--- src/rtl/collision_event_arbiter_if.sv ---
// Event handshake bundle between collision_event_arbiter (master) and its consumer.
interface collision_event_arbiter_if;
  logic       evt_valid;
  logic       evt_ready;
  logic [2:0] evt_code;

  modport master (output evt_valid, output evt_code, input evt_ready);
  modport slave  (input evt_valid, input evt_code, output evt_ready);
endinterface

--- src/rtl/collision_event_arbiter.sv ---
// collision_event_arbiter: turns eight per-pixel collision sources into at most
// one event per source per frame, queued as pending bits and presented one at a
// time through a valid/ready handshake, lowest source index first.
// Optional feature: define COLL_DROP_COUNT_EN to build the saturating counter of
// hits that arrived while the same source still had an unaccepted event.
module collision_event_arbiter (
  input  logic       clk,
  input  logic       resetN,
  input  logic       startOfFrame,
  input  logic       towerPlayerCollision,
  input  logic       TowerEnemyHUCollision,
  input  logic [2:0] ShotEnemyCollision,
  input  logic [2:0] ShotBoxCollision,
  collision_event_arbiter_if.master evt,
  output logic [7:0] frame_hit_mask,
  output logic [7:0] last_frame_mask,
  output logic [7:0] drop_count
);

  typedef enum logic [0:0] {ST_IDLE = 1'b0, ST_SHOW = 1'b1} state_t;

  // Index of the lowest set bit; the caller guarantees vec is non-zero.
  function automatic logic [2:0] lowest_index(input logic [7:0] vec);
    logic [2:0] idx;
    idx = 3'd0;
    for (int i = 7; i >= 0; i--) begin
      if (vec[i]) idx = 3'(i);
    end
    return idx;
  endfunction

  logic [7:0] src_s;
  logic [7:0] new_hit_s;
  logic [7:0] clear_s;
  logic [7:0] pending_nxt_s;
  logic       accept_s;
  logic [7:0] fired_r;
  logic [7:0] last_r;
  logic [7:0] pending_r;
  state_t     state_r;
  state_t     state_nxt_s;
  logic       valid_r;
  logic [2:0] code_r;
  logic [2:0] code_nxt_s;

  assign src_s = {ShotBoxCollision, ShotEnemyCollision, TowerEnemyHUCollision, towerPlayerCollision};
  // A hit coinciding with startOfFrame belongs to the new frame, so it is always new.
  assign new_hit_s     = src_s & (~fired_r | {8{startOfFrame}});
  assign accept_s      = valid_r & evt.evt_ready;
  assign clear_s       = accept_s ? (8'd1 << code_r) : 8'd0;
  // Set wins over clear so a re-hit of the accepted source stays pending.
  assign pending_nxt_s = (pending_r & ~clear_s) | new_hit_s;

  // Per-frame hit tracking and snapshot of the finished frame.
  always_ff @(posedge clk) begin
    if (!resetN) begin
      fired_r <= 8'd0;
      last_r  <= 8'd0;
    end else if (startOfFrame) begin
      last_r  <= fired_r;
      fired_r <= src_s;
    end else begin
      fired_r <= fired_r | src_s;
    end
  end

  // Pending-event bits awaiting acceptance.
  always_ff @(posedge clk) begin
    if (!resetN) begin
      pending_r <= 8'd0;
    end else begin
      pending_r <= pending_nxt_s;
    end
  end

  // Presentation FSM: next state and next event code.
  always_comb begin
    state_nxt_s = state_r;
    code_nxt_s  = code_r;
    case (state_r)
      ST_IDLE: begin
        if (pending_r != 8'd0) begin
          code_nxt_s  = lowest_index(pending_r);
          state_nxt_s = ST_SHOW;
        end else begin
          state_nxt_s = ST_IDLE;
        end
      end
      ST_SHOW: begin
        if (accept_s) begin
          if (pending_nxt_s != 8'd0) begin
            code_nxt_s  = lowest_index(pending_nxt_s);
            state_nxt_s = ST_SHOW;
          end else begin
            state_nxt_s = ST_IDLE;
          end
        end else begin
          state_nxt_s = ST_SHOW;
        end
      end
      default: begin
        state_nxt_s = ST_IDLE;
        code_nxt_s  = 3'd0;
      end
    endcase
  end

  // FSM state plus registered handshake outputs.
  always_ff @(posedge clk) begin
    if (!resetN) begin
      state_r <= ST_IDLE;
      valid_r <= 1'b0;
      code_r  <= 3'd0;
    end else begin
      state_r <= state_nxt_s;
      valid_r <= (state_nxt_s == ST_SHOW);
      code_r  <= code_nxt_s;
    end
  end

  assign evt.evt_valid   = valid_r;
  assign evt.evt_code    = code_r;
  assign frame_hit_mask  = fired_r;
  assign last_frame_mask = last_r;

`ifdef COLL_DROP_COUNT_EN
  // Number of set bits in an 8-bit vector.
  function automatic logic [3:0] popcount8(input logic [7:0] vec);
    logic [3:0] cnt;
    cnt = 4'd0;
    for (int i = 0; i < 8; i++) begin
      cnt = cnt + {3'd0, vec[i]};
    end
    return cnt;
  endfunction

  logic [7:0] drop_s;
  logic [8:0] drop_sum_s;
  logic [7:0] drop_count_r;

  assign drop_s     = new_hit_s & pending_r & ~clear_s;
  assign drop_sum_s = {1'b0, drop_count_r} + {5'd0, popcount8(drop_s)};

  // Saturating count of hits lost to a still-pending event of the same source.
  always_ff @(posedge clk) begin
    if (!resetN) begin
      drop_count_r <= 8'd0;
    end else if (drop_sum_s[8]) begin
      drop_count_r <= 8'hFF;
    end else begin
      drop_count_r <= drop_sum_s[7:0];
    end
  end

  assign drop_count = drop_count_r;
`else
  assign drop_count = 8'd0;
`endif

endmodule

--- src/flat_wrapper.sv ---
// flat-port wrapper written by rule: the top's interface ports become plain ports
module collision_event_arbiter_flat 
  (clk, resetN, startOfFrame, towerPlayerCollision, TowerEnemyHUCollision, ShotEnemyCollision, ShotBoxCollision, frame_hit_mask, last_frame_mask, drop_count, evt_evt_valid, evt_evt_code, evt_evt_ready);
  collision_event_arbiter_if evt_i ();
  input  logic clk;
  input  logic resetN;
  input  logic startOfFrame;
  input  logic towerPlayerCollision;
  input  logic TowerEnemyHUCollision;
  input  logic [2:0] ShotEnemyCollision;
  input  logic [2:0] ShotBoxCollision;
  output logic [7:0] frame_hit_mask;
  output logic [7:0] last_frame_mask;
  output logic [7:0] drop_count;
  output wire logic [$bits(evt_i.evt_valid)-1:0] evt_evt_valid;
  output wire logic [$bits(evt_i.evt_code)-1:0] evt_evt_code;
  input wire logic [$bits(evt_i.evt_ready)-1:0] evt_evt_ready;
  assign evt_evt_valid = evt_i.evt_valid;
  assign evt_evt_code = evt_i.evt_code;
  assign evt_i.evt_ready = evt_evt_ready;
  collision_event_arbiter u_core (.clk(clk), .resetN(resetN), .startOfFrame(startOfFrame), .towerPlayerCollision(towerPlayerCollision), .TowerEnemyHUCollision(TowerEnemyHUCollision), .ShotEnemyCollision(ShotEnemyCollision), .ShotBoxCollision(ShotBoxCollision), .evt(evt_i), .frame_hit_mask(frame_hit_mask), .last_frame_mask(last_frame_mask), .drop_count(drop_count));
endmodule
--- config.mk ---
export PLATFORM = sky130hd
export DESIGN_NAME = collision_event_arbiter_flat
export DESIGN_NICKNAME = d
export VERILOG_FILES = /design/src/rtl/collision_event_arbiter_if.sv /design/src/rtl/collision_event_arbiter.sv /design/src/flat_wrapper.sv
export SDC_FILE = /design/constraint.sdc
export NUM_CORES = 1
export LEC_CHECK = 0
export BUFFER_PORTS_ARGS = -buffer_cell sky130_fd_sc_hd__buf_4
export CAP_MARGIN = 20
export CORE_ASPECT_RATIO = 1.5
export CORE_MARGIN = 1.5
export CORE_UTILIZATION = 52
export CTS_BUF_LIST = sky130_fd_sc_hd__clkbuf_16
export CTS_CLUSTER_DIAMETER = 150
export DETAILED_ROUTE_END_ITERATION = 7
export GPL_TIMING_DRIVEN = 0
export PLACE_DENSITY = 0.79
export SLEW_MARGIN = 15
export SYNTH_ARGS = -nofsm -noshare
export SYNTH_HDL_FRONTEND = slang
export SYNTH_SLANG_ARGS = --single-unit
--- constraint.sdc ---
create_clock -name clk -period 1.77 [get_ports clk]
set_input_delay 0.354 -clock clk [delete_from_list [all_inputs] [get_ports clk]]
set_output_delay 0.354 -clock clk [all_outputs]
set_load 0.01 [all_outputs]
# Word level (Yosys, flattened, before mapping)
# Cells that the tools add are included.
totals:
  ff_bits: 28
  latchBits: 0
  ramBits: 0
  rom_bits: 0
  mem_count: 0
classes:
  n_addsub: 0
  multipliers: 0
  div: 0
  n_lt_le_gt_ge: 0
  eq_ne: 3
  n_shift: 1
  n_mux: 26
  n_bitwise: 9
  reduce_logical: 3
op_table:
  columns: ["op", "n"]
  rows:
  - ["$mux W3", 19]
  - ["$or A8 B8 Y8", 3]
  - ["$and A8 B8 Y8", 2]
  - ["$mux W8", 2]
  - ["$not A8 Y8", 2]
  - ["$reduce_bool A8 Y1", 2]
  - ["$shl A1 B3 Y8 const A", 1]
  - ["$pmux W3 S2", 1]
  - ["$ne A2 B1 Y1 const B", 2]
  - ["$mux W1", 3]
  - ["$reduce_and A3 Y1", 1]
  - ["$ne A2 B2 Y1 const B", 1]
  - ["$pmux W1 S2", 1]
  - ["$and A1 B1 Y1", 1]
  - ["$not A1 Y1", 1]

# Logic depth before layout (Yosys ltp)
depth:
  depth_word: 16
  depth_mapped: 8
  ltp_nobuf: 7

# Worst setup path before layout
# No wires, ideal clock.
synth_path:
  kind: "flip-flop to flip-flop"
  from: "register u_core.code_r[0] (netlist: u_core.evt.evt_code[0])"
  to: "register u_core.code_r[0] (netlist: u_core.evt.evt_code[0])"
  arrival_time_ns: 1.604
  required_ns: 1.696
  setup_slack_ns: 0.092
  stages_incl_launch_ff: 8
  path_buffers: 0
  path_cell_list: "dfxtp_1 -> nand3b_2 -> a21oi_1 -> o211a_2 -> a41o_1 -> a21boi_2 -> o21ai_1 -> a31oi_1"
synth_between:
  elab_chain_cells: 16
  elab_cells_between_ends: 19
  classes_between: "eq/ne: 1; shift: 1; mux: 12; bitwise: 3; reduce/logical: 2"
synth_rtl:
  columns: ["item", "line_no", "rtl"]
  rows:
  - ["from (decl)", "collision_event_arbiter.sv:43", "logic [2:0] code_r;"]
  - ["from (signal assigned)", "collision_event_arbiter.sv:117", "code_r <= code_nxt_s;"]
  - ["$shl A1 B3 Y8 *", "collision_event_arbiter.sv:50", "assign clear_s = accept_s ? (8'd1 << code_r) : 8'd0;"]
  - ["$mux W8 *", "collision_event_arbiter.sv:50", null]
  - ["$not A8 Y8 *", "collision_event_arbiter.sv:52", "assign pending_nxt_s = (pending_r & ~clear_s) | new_hit_s;"]
  - ["$and A8 B8 Y8 *", "collision_event_arbiter.sv:52", null]
  - ["$or A8 B8 Y8 *", "collision_event_arbiter.sv:52", null]
  - ["$mux W3 (8 in series)", "collision_event_arbiter.sv:27", "if (vec[i]) idx = 3'(i);"]
  - ["$mux W3", "collision_event_arbiter.sv:91", "if (pending_nxt_s != 8'd0) begin"]
  - ["$mux W3", "collision_event_arbiter.sv:90", "if (accept_s) begin"]
  - ["$pmux W3 S2", "collision_event_arbiter.sv:80", "case (state_r)"]
# Mark *: on every way between the ends. The rest lies on a longest branch, timed or not. The select of a mux whose other input is x is not followed.
# A chain may end at the register's enable or synchronous reset.

# Worst setup path in the final report
layout_path:
  from: "register u_core.code_r[2] (netlist: u_core.evt.evt_code[2])"
  to: "register u_core.code_r[2] (netlist: u_core.evt.evt_code[2])"
# Same word-level chain as after synthesis.

==> results.ini <==
[setup_path]
r2r_slack_ns=0.04
crit_arrival_ns=1.89
critPathMaxFanout=6
max_stage_delay_ns=0.36
r2r_cells=6
required_ns=1.92
path_class=reg2reg
crit_chain=or2_4, a2bb2oi_4, and4_1, a41o_1, a21boi_4, o221a_1
crit_family=compound AO/OA/AOI/OAI gates
r2r_end=u_core.evt.evt_code[2]
startpoint_type=register
cp_slowest_cell=dfxtp_2
timing.rr.start=u_core.evt.evt_code[2]
end_kind=register
worst-path-buf-inv=0

[global_routing]
grt_pass1_vias=1397
antenna_found_initial=0
grt_pass1_wl_um=6265
gr-total-overflow=0
track_usage=0.2572
grt_max_degree=17

[clock_network]
insertion_delay_ns=0.26
clk_path_buf_depth=2
path_clk_slew_ns=0.07
cts_buffers=3
hold_buffers=0
root_buffer=clkbuf_16
cts_tree=done
htree_levels=1
cts.sinks=28

[final_layout]
multi_input_area_um2=955.9
antenna_cells=0
areaGrowthSynthToFinish_pct=38.02
stdcell_area_mm2=0.002090
fin_nets=230
seq_area_um2=571.8
stdcell_count=254
nFillCells=188
drive_above_1_share=0.3871

[route]
ant_nets=0
drt_wl_total_um=4139
wire_per_inst_um=16.30
avgViaCountPerCell=5.626
drcViolationCount=0
drtPass1Iterations=4
first_iter_violations=68
via_count=1429

[synth]
yosysWarnings=0
synth_cells=171
ys_types=44
ys_ff_latch=28
syn_avg_cell_area_um2=8.854
synth_area_leaders=dfxtp_1 37%, nor2b_1 5.8%, mux2i_1 5.3%
synth_most_common_cell=dfxtp_1
synthFlopType=dfxtp_1
synth_top_area_frac=0.3702
synth_edf_count=0
async_reset_ff_frac=0
synth_top_area_cell=dfxtp_1
synthTopCellsByCount=28 x dfxtp_1, 16 x nand2_1, 14 x nor2b_1
syn_area_mm2=0.001514
ys_seq_area_frac=0.3702

[sta]
max_freq_ghz=0.5765
slew_headroom=0.6202
final-setup-viol-count=0
hold_slack_ns=0.3020
slew_violations=0
tightest_slew_ns=0.5697
clock_skew_ns=0.005603
timing_hold_violations_final=0
fin_crit_sh=0.9800
post-route-min-period_ns=1.735
rsz0062_at_grt=yes
setup_tns_ns=0

[worst_hold_path]
min_path_type=in2reg
min_from=ShotEnemyCollision[1]
min_to=u_core.frame_hit_mask[3]
holdPathStages=2

[floorplanning]
num_io_pins=40
start_util=0.5538
die_h_um=69.09
core_mm2=0.002734
die_area_mm2=0.003251
die_width_um=47.06
num_rows=23

[power]
powerDensity_mw_per_mm2=865.6
p_leak_nw=0.9528
seqPwrFrac=0.413
clock_power_share=0.371
p_int_w=0.001331
swShare=0.2640
p_comb_frac=0.216
vdd.ir_drop.worst_v=0.0007276
switching_power_w=0.0004776

[placed_design]
hpwlAfterDp_um=2686
dpl.cell_count=246
placed_cell_area_mm2=0.001819
gp_congestion=0.9307
port_buffers=31

[outcome]
status=finished clean

[run]
drv_cap=0

placed cells by master, fill, tap and decap left out, types with 2 or more instances in the layout:
master and n:
a21boi_0 8, a21oi_1 4, a2bb2oi_2 7, a31oi_1 2, buf_4 46, clkbuf_1 2
clkbuf_16 3, conb_1 8, dfxtp_1 23, dfxtp_2 3, dfxtp_4 2, inv_1 11
mux2i_1 8, nand2_1 15, nand2b_1 6, nand3_1 3, nor2_1 5, nor2b_1 10
nor2b_2 5, o211ai_1 3, o21a_1 9, o21ai_0 3
power groups by stage:
stage               logic [W]  clock network, W  registers, W
floorplan            0.000213                 0      0.000740
CTS                  0.000352          0.000674      0.000728
global route         0.000418          0.000710      0.000755
finish               0.000391          0.000670      0.000747
detailed placement   0.000335                 0      0.000739
global placement     0.000326                 0      0.000736
worst max path at each step:
stage                                start                endpoint  cells past startpoint
floorplan           u_core.evt.evt_code[0]  u_core.evt.evt_code[0]                      7
global placement              startOfFrame  u_core.evt.evt_code[2]                      8
detailed placement            startOfFrame  u_core.evt.evt_code[2]                      8
CTS                   u_core.evt.evt_valid  u_core.evt.evt_code[0]                      8
global route           u_core.pending_r[2]  u_core.evt.evt_code[0]                      6
finish              u_core.evt.evt_code[2]  u_core.evt.evt_code[2]                      6
flip-flops by register name (all words and copies together), names as in the netlist:
signal                  cells
u_core.frame_hit_mask       8
u_core.pending_r            8
u_core.evt.evt_code         3
u_core.last_frame_mask      8
u_core.evt.evt_valid        1
cell families after synthesis:
logic type,Yosys count,share of synthesized area
flops,28,0.3702
compound gates,52,0.2711
simple gates,55,0.2000
mux,9,0.06033
other cells,1,0.002477
buf+inv,26,0.09587
timing repair:
action,in CTS,in global routing
resized for setup,8,25
cloned,0,0
pin swaps,1,8
setup buffers,0,6
endpoints found under the setup margin,3,3
worst reg2reg max path, stage by stage, from the launching register on:
cell       delay, ns
dfxtp_2         0.36
or2_4           0.28
a2bb2oi_4       0.18
and4_1          0.24
a41o_1          0.23
a21boi_4        0.09
o221a_1         0.24
per-layer routing:
metal | up-vias | wire length [um] | GRT usage
met2 | 67 | 2162 | 0.4186
met1 | 667 | 1580 | 0.3054
li1 | 678 | - | -
met4 | 0 | 176 | 0.1358
met3 | 17 | 220 | 0.03927
met5 | - | 0 | 0
cell type report:
class                   instances  area share
multi-input cells             124      0.4575
flip-flops and latches         28      0.2737
repair buffers                 37      0.1329
plain buffers                  13     0.04371
clock buffers                   3     0.03593
well taps                      37     0.02216
inverters                      11     0.01976
clock inverters                 1     0.01437
through the flow:
step / power [W] / util / setup slack [ns]
2_1_floorplan: 0.0009538 / - / 0.09222
3_3_place_gp: 0.001062 / 0.6654 / -0.2010
3_5_place_dp: 0.001074 / 0.6654 / -0.1817
4_1_cts: 0.001754 / 0.7181 / 0.009021
5_1_grt: 0.001883 / 0.7643 / -0.06633
6_report: 0.001809 / 0.7643 / 0.03544
(Power assumes the default switching activity.)
